<file path="src/rtl/key_pkg.sv">
// Shared definitions for the key scanner / debouncer.
//
// Holds the FSM state encoding, the key bus width and the default timing
// constants used as parameter defaults by key_scan_debounce.
// Optional feature macro used by this slice: KEY_REPEAT_EN (auto-repeat).
package key_pkg;

    localparam int KEY_W               = 4;
    localparam int DEF_DEBOUNCE_CYCLES = 2000000;   // 20 ms at 100 MHz
    localparam int DEF_REPEAT_DELAY    = 50000000;  // 500 ms at 100 MHz
    localparam int DEF_REPEAT_PERIOD   = 10000000;  // 100 ms at 100 MHz

    typedef enum logic [1:0] {
        IDLE     = 2'd0,
        PRESS_DB = 2'd1,
        PRESSED  = 2'd2,
        REL_DB   = 2'd3
    } key_state_t;

    // Largest of three values; sizes the shared counters.
    function automatic int max3(input int a, input int b, input int c);
        int m;
        m = (a > b) ? a : b;
        return (m > c) ? m : c;
    endfunction

endpackage

</file>
<file path="src/rtl/key_sync.sv">
// Parameterised-width two-flop synchronizer.
//
// Ports:
//   clk       - system clock
//   rst       - synchronous active-high reset; loads RST_LEVEL into both stages
//   async_lvl - asynchronous input levels
//   sync_lvl  - levels synchronised to clk (two-cycle delay)
module key_sync #(
    parameter int   WIDTH     = 4,
    parameter logic RST_LEVEL = 1'b1
) (
    input  logic             clk,
    input  logic             rst,
    input  logic [WIDTH-1:0] async_lvl,
    output logic [WIDTH-1:0] sync_lvl
);

    logic [WIDTH-1:0] meta;

    // NOTE: flops are reset to the released key level, not to zero, so that
    // leaving reset never looks like every key being pressed.
    always_ff @(posedge clk) begin
        if (rst) begin
            meta     <= {WIDTH{RST_LEVEL}};
            sync_lvl <= {WIDTH{RST_LEVEL}};
        end else begin
            meta     <= async_lvl;
            sync_lvl <= meta;
        end
    end

endmodule

</file>
<file path="src/rtl/key_scan_debounce.sv">
// Four-key scanner with press/release debounce and optional auto-repeat.
//
// A settled press pattern is reported once as a one-cycle key_flag pulse with
// key_value holding the active-high pattern until the next flag. Multi-key
// patterns are reported verbatim.
//
// Ports:
//   clk       - system clock (100 MHz)
//   rst       - synchronous active-high reset
//   key_in    - raw asynchronous push-button levels
//   key_flag  - single-cycle accepted-key pulse
//   key_value - pressed-key pattern, valid with key_flag and held afterwards
//
// Macro KEY_REPEAT_EN: when defined, a held key re-flags after REPEAT_DELAY
// cycles in PRESSED and then every REPEAT_PERIOD cycles (REPEAT_PERIOD >= 2
// keeps flags from touching). When undefined there is one flag per press.
module key_scan_debounce
    import key_pkg::*;
#(
    parameter int DEBOUNCE_CYCLES = DEF_DEBOUNCE_CYCLES,
    parameter int REPEAT_DELAY    = DEF_REPEAT_DELAY,
    parameter int REPEAT_PERIOD   = DEF_REPEAT_PERIOD,
    parameter int KEY_ACTIVE_LOW  = 1
) (
    input  logic             clk,
    input  logic             rst,
    input  logic [KEY_W-1:0] key_in,
    output logic             key_flag,
    output logic [KEY_W-1:0] key_value
);

    localparam int CNT_W = $clog2(max3(DEBOUNCE_CYCLES, REPEAT_DELAY, REPEAT_PERIOD)) + 1;
    localparam logic [CNT_W-1:0] DB_LAST = CNT_W'(DEBOUNCE_CYCLES - 1);

    logic [KEY_W-1:0] sync_lvl;
    logic [KEY_W-1:0] key_s;
    logic [KEY_W-1:0] cand;
    logic [CNT_W-1:0] cnt;
    key_state_t       state, next_state;
    logic             accept, cnt_clr, cnt_inc, cand_load, flag_set;

    key_sync #(
        .WIDTH    (KEY_W),
        .RST_LEVEL(KEY_ACTIVE_LOW != 0)
    ) u_sync (
        .clk      (clk),
        .rst      (rst),
        .async_lvl(key_in),
        .sync_lvl (sync_lvl)
    );

    assign key_s = (KEY_ACTIVE_LOW != 0) ? ~sync_lvl : sync_lvl;

    // NOTE: sequential state uses non-blocking assignments so every flop
    // samples the pre-edge values of the others.
    always_ff @(posedge clk) begin
        if (rst) state <= IDLE;
        else     state <= next_state;
    end

    // NOTE: every output of this block gets a default first, so no path
    // through the case leaves a signal unassigned and no latch is inferred.
    always_comb begin
        next_state = state;
        accept     = 1'b0;
        cnt_clr    = 1'b0;
        cnt_inc    = 1'b0;
        cand_load  = 1'b0;
        case (state)
            IDLE: begin
                if (key_s != '0) begin
                    next_state = PRESS_DB;
                    cand_load  = 1'b1;
                    cnt_clr    = 1'b1;
                end
            end
            PRESS_DB: begin
                if (key_s != cand) begin
                    next_state = IDLE;              // bounce: drop silently
                end else if (cnt == DB_LAST) begin
                    next_state = PRESSED;
                    accept     = 1'b1;
                end else begin
                    cnt_inc = 1'b1;
                end
            end
            PRESSED: begin
                if (key_s != cand) begin
                    next_state = REL_DB;
                    cnt_clr    = 1'b1;
                end
            end
            REL_DB: begin
                if (key_s == cand) begin
                    next_state = PRESSED;           // release glitch, no new flag
                end else if (cnt == DB_LAST) begin
                    next_state = IDLE;
                end else begin
                    cnt_inc = 1'b1;
                end
            end
            default: next_state = IDLE;
        endcase
    end

`ifdef KEY_REPEAT_EN
    localparam logic [CNT_W-1:0] RD_LAST = CNT_W'(REPEAT_DELAY - 1);
    localparam logic [CNT_W-1:0] RP_LAST = CNT_W'(REPEAT_PERIOD - 1);

    logic [CNT_W-1:0] rpt_cnt;
    logic             rpt_first;  // waiting for the initial, longer delay
    logic             rpt_fire;

    // Only fire while staying in PRESSED; a release in the same cycle wins.
    assign rpt_fire = (state == PRESSED) && (next_state == PRESSED) &&
                      (rpt_cnt == (rpt_first ? RD_LAST : RP_LAST));

    // Held clear outside PRESSED, so each entry starts a fresh delay.
    always_ff @(posedge clk) begin
        if (rst || state != PRESSED) begin
            rpt_cnt   <= '0;
            rpt_first <= 1'b1;
        end else if (rpt_fire) begin
            rpt_cnt   <= '0;
            rpt_first <= 1'b0;
        end else if (rpt_cnt != '1) begin
            rpt_cnt <= rpt_cnt + 1'b1;
        end
    end

    assign flag_set = accept | rpt_fire;
`else
    assign flag_set = accept;
`endif

    always_ff @(posedge clk) begin
        if (rst) begin
            cnt       <= '0;
            cand      <= '0;
            key_flag  <= 1'b0;
            key_value <= '0;
        end else begin
            key_flag <= flag_set;
            if (flag_set)  key_value <= cand;
            if (cand_load) cand      <= key_s;
            if (cnt_clr)
                cnt <= '0;
            else if (cnt_inc && cnt != '1)   // saturate, never wrap
                cnt <= cnt + 1'b1;
        end
    end

endmodule

</file>
<file path="config.mk">
export PLATFORM = sky130hd
export DESIGN_NAME = key_scan_debounce
export DESIGN_NICKNAME = d
export VERILOG_FILES = /design/src/rtl/key_pkg.sv /design/src/rtl/key_sync.sv /design/src/rtl/key_scan_debounce.sv
export SDC_FILE = /design/constraint.sdc
export NUM_CORES = 1
export LEC_CHECK = 0
export ABC_AREA = 1
export CAP_MARGIN = 10
export CORE_MARGIN = 2
export CORE_UTILIZATION = 30
export CTS_CLUSTER_DIAMETER = 50
export CTS_CLUSTER_SIZE = 25
export DETAILED_ROUTE_END_ITERATION = 12
export GPL_TIMING_DRIVEN = 0
export PLACE_DENSITY = 0.51
export SYNTH_ARGS = -nofsm -noshare
export SYNTH_HDL_FRONTEND = slang
export SYNTH_SLANG_ARGS = --single-unit
export TNS_END_PERCENT = 100
</file>
<file path="constraint.sdc">
create_clock -name clk -period 2.61 [get_ports clk]
set_clock_uncertainty 0.2 [all_clocks]
set_input_delay 0.522 -clock clk [delete_from_list [all_inputs] [get_ports clk]]
set_output_delay 0.522 -clock clk [all_outputs]
set_load 0.03 [all_outputs]
</file>
==> flow_summary.ini <==
[status]
status = finished clean

[layout]
antenna_cells = 0
area.sequential_um2 = 920.9
fin_nets = 456
multiInputGateArea_mm2 = 0.001662
final_layout_size_suffix_gt1_share_pct = 12.89
fillers = 1024
final_area_mm2 = 0.003118
area.growth.synth_to_final_pct = 12.05

[logic_synthesis]
synthTopCellsByCount = nand2_1 (137), nor2_1 (61), dfxtp_1 (46)
syn_avg_cell_area_um2 = 6.441
syn-cell-area_mm2 = 0.002783
synth_area_leader_cell = dfxtp_1
netlist_instances = 432
synth-seq-area-share_pct = 33.09
ys_ff_latch = 46
async_flop_share_pct = 0
synth_edf_count = 0
synth_top_flop_cell = dfxtp_1
yosysMostFrequentCell = nand2_1
yosysWarnings = 0
ys_types = 31
synth_fp_nets = 439
synth_top_area_share_pct = 33.09
synth_area_leaders = dfxtp_1 (33%), nand2_1 (18%), nor2_1 (8.2%)

[route]
num_vias = 2688
postRouteAntennaNets = 0
drcViolationCount = 0
avgViaCountPerCell = 4.791
routedWlPerCell_um = 12.76
wl_um = 7160
first_iter_violations = 166
drt_first_pass_iters = 4

[setup_path]
required_ns = 2.63
crit_path_max_fanout = 10
startpoint_type = register
crit_top_cell = nor3_1
path_cells = ha_1 > nand3_2 > nor3_1 > nand2_1 > clkbuf_1 > nor3_1
end_kind = register
path_delay_family = simple AND/OR/NAND/NOR gates
slowest_delay_ns = 0.47
critPathKind = register to register
crit_buf_inv = 1
slowest_stage = dfxtp_1
crit_arrival_ns = 2.46

[power]
seq_power_share_pct = 51.9
p_leak_nw = 1.109
pwr-share-comb_pct = 15.0
intPower_uw = 984.6
finalPower_mw = 1.427
ir_drop_mv = 0.1738
swShare_pct = 30.99
p_switching_uw = 442.1
power_frac_clock_pct = 33.1
p_per_area_mw_per_mm2 = 457.6

[placed_design]
dp_slack_ns = 0.1026
dpl_cell_area_mm2 = 0.003022
place_congestion = 0.9660
dpl.hpwl_um = 5437
port_buffers = 10

[cts]
clk_pin_slew_ns = 0.10
clkLatencyLatePin_ns = 0.31
clock_path_buffers = 2
h-tree-depth = 2
cts.sinks = 46
cts-root-buf = clkbuf_8
cts_setup_buffers = 0
cts_made_buffers = 5
tritoncts = built

[global_route]
antenna_found_initial = 0
grt.total_usage_pct = 14.85
grt_start_max_net_pins = 17
grt_pass1_vias = 2480
grt-ovfl-total = 0
grt_pass1_wl_um = 11900

[sta]
fin_ws_ns = 0.1662
post-route-period-util_pct = 93.63
finalSetupViolations = 0
finalMaxSlewViolations = 0
maxSlewHeadroom_pct = 67.06
period_minus_slack_ns = 2.444
hold_ws_ns = 0.2124
fmax_ghz = 0.4092
fin_tns_setup_ns = 0
rsz0062_at_grt = false
worst-slew-pin-transition_ns = 0.4941
final_hold_viol_count = 0

[die]
io_pins = 11
core_region_area_mm2 = 0.009109
rows = 35
dieArea_mm2 = 0.01006
die_h_um = 100.3
start_util_pct = 30.55
die_x_um = 100.3

[min_path]
hp-class = register to register

[run]
maxCapViolations = 0
layout make-up:
type / count / share of cell area [%]
Clock buffer: 5 / 2.207
Sequential cell: 46 / 29.53
Timing Repair Buffer: 10 / 3.210
Tap cell: 111 / 4.454
Buffer: 13 / 2.448
Multi-Input combinational cell: 339 / 53.29
Clock inverter: 3 / 0.7624
Inverter: 34 / 4.093
worst paths after layout:
| path | slack (ns) | cells after the start | end | from |
|---|---|---|---|---|
| min | 0.21 | 1 | u_sync.sync_lvl[1] | u_sync.meta[1] |
| min reg2reg | 0.21 | 1 | u_sync.sync_lvl[1] | u_sync.meta[1] |
| max reg2reg | 0.17 | 6 | key_flag | cnt[0] |
| max | 0.17 | 6 | key_flag | cnt[0] |
registers in the layout, indices dropped and copies added, names as in the netlist, named ones only:
register / cells
cand: 4
cnt: 27
key_flag: 1
key_value: 4
state: 1
u_sync.meta: 4
u_sync.sync_lvl: 4
metrics by stage:
stage               utilization [%]  std cells
floorplan                         -        432
global placement              33.17        553
detailed placement            33.17        553
CTS                           34.19        561
global route                  34.23        561
finish                        34.23        561
worst register-to-register path: stages, from the launching register on:
cell,delay (ns)
dfxtp_1,0.47
ha_1,0.33
nand3_2,0.21
nor3_1,0.32
nand2_1,0.23
clkbuf_1,0.30
nor3_1,0.28
logic make-up (layout without fill, tap and decap cells):
logic type,after synthesis,count (layout),synth area share [%]
and+or+nand+nor,279,279,45.23
AOI/OAI and AO/OA,49,49,10.79
buffers and inverters,47,65,7.284
DFF,46,46,33.09
xor gates and xnor gates,10,10,3.147
adders and majority gates,1,1,0.4496
placed cells by master (no fill, tap or decap), types with 8 or more instances in the layout:
master | Yosys | layout
or2_2 | 8 | 8
nand3_1 | 31 | 31
o21ai_0 | 11 | 11
inv_1 | 32 | 32
a21oi_1 | 25 | 25
nand2_1 | 137 | 137
clkdlybuf4s50_1 | 0 | 10
nand2_2 | 10 | 10
a21oi_2 | 11 | 11
dfxtp_1 | 46 | 46
nand4_1 | 13 | 13
nor2_1 | 61 | 60
power by group through the flow:
stage / Combinational [mW] / Sequential [mW] / Clock (mW)
floorplan: 0.164 / 0.753 / 0
CTS: 0.217 / 0.740 / 0.489
detailed placement: 0.216 / 0.757 / 0
global placement: 0.213 / 0.756 / 0
global route: 0.246 / 0.744 / 0.512
finish: 0.214 / 0.741 / 0.473
routing by layer:
layer | GRT usage (%) | wire length, um | vias up | share of wire, %
met5 | 0 | 0 | - | 0
met4 | 4.847 | 133 | 0 | 1.9
met3 | 2.716 | 308 | 9 | 4.3
met2 | 24.06 | 3180 | 48 | 44
met1 | 19.97 | 3537 | 1209 | 49
li1 | - | - | 1422 | -
timing repair:
item / 4_1_cts / 5_1_grt
hold buffers: 0 / 0
setup endpoints to repair: 0 / 12
gates resized for setup: 0 / 3
hold endpoints to repair: 0 / 0
(Power assumes the default switching activity.)
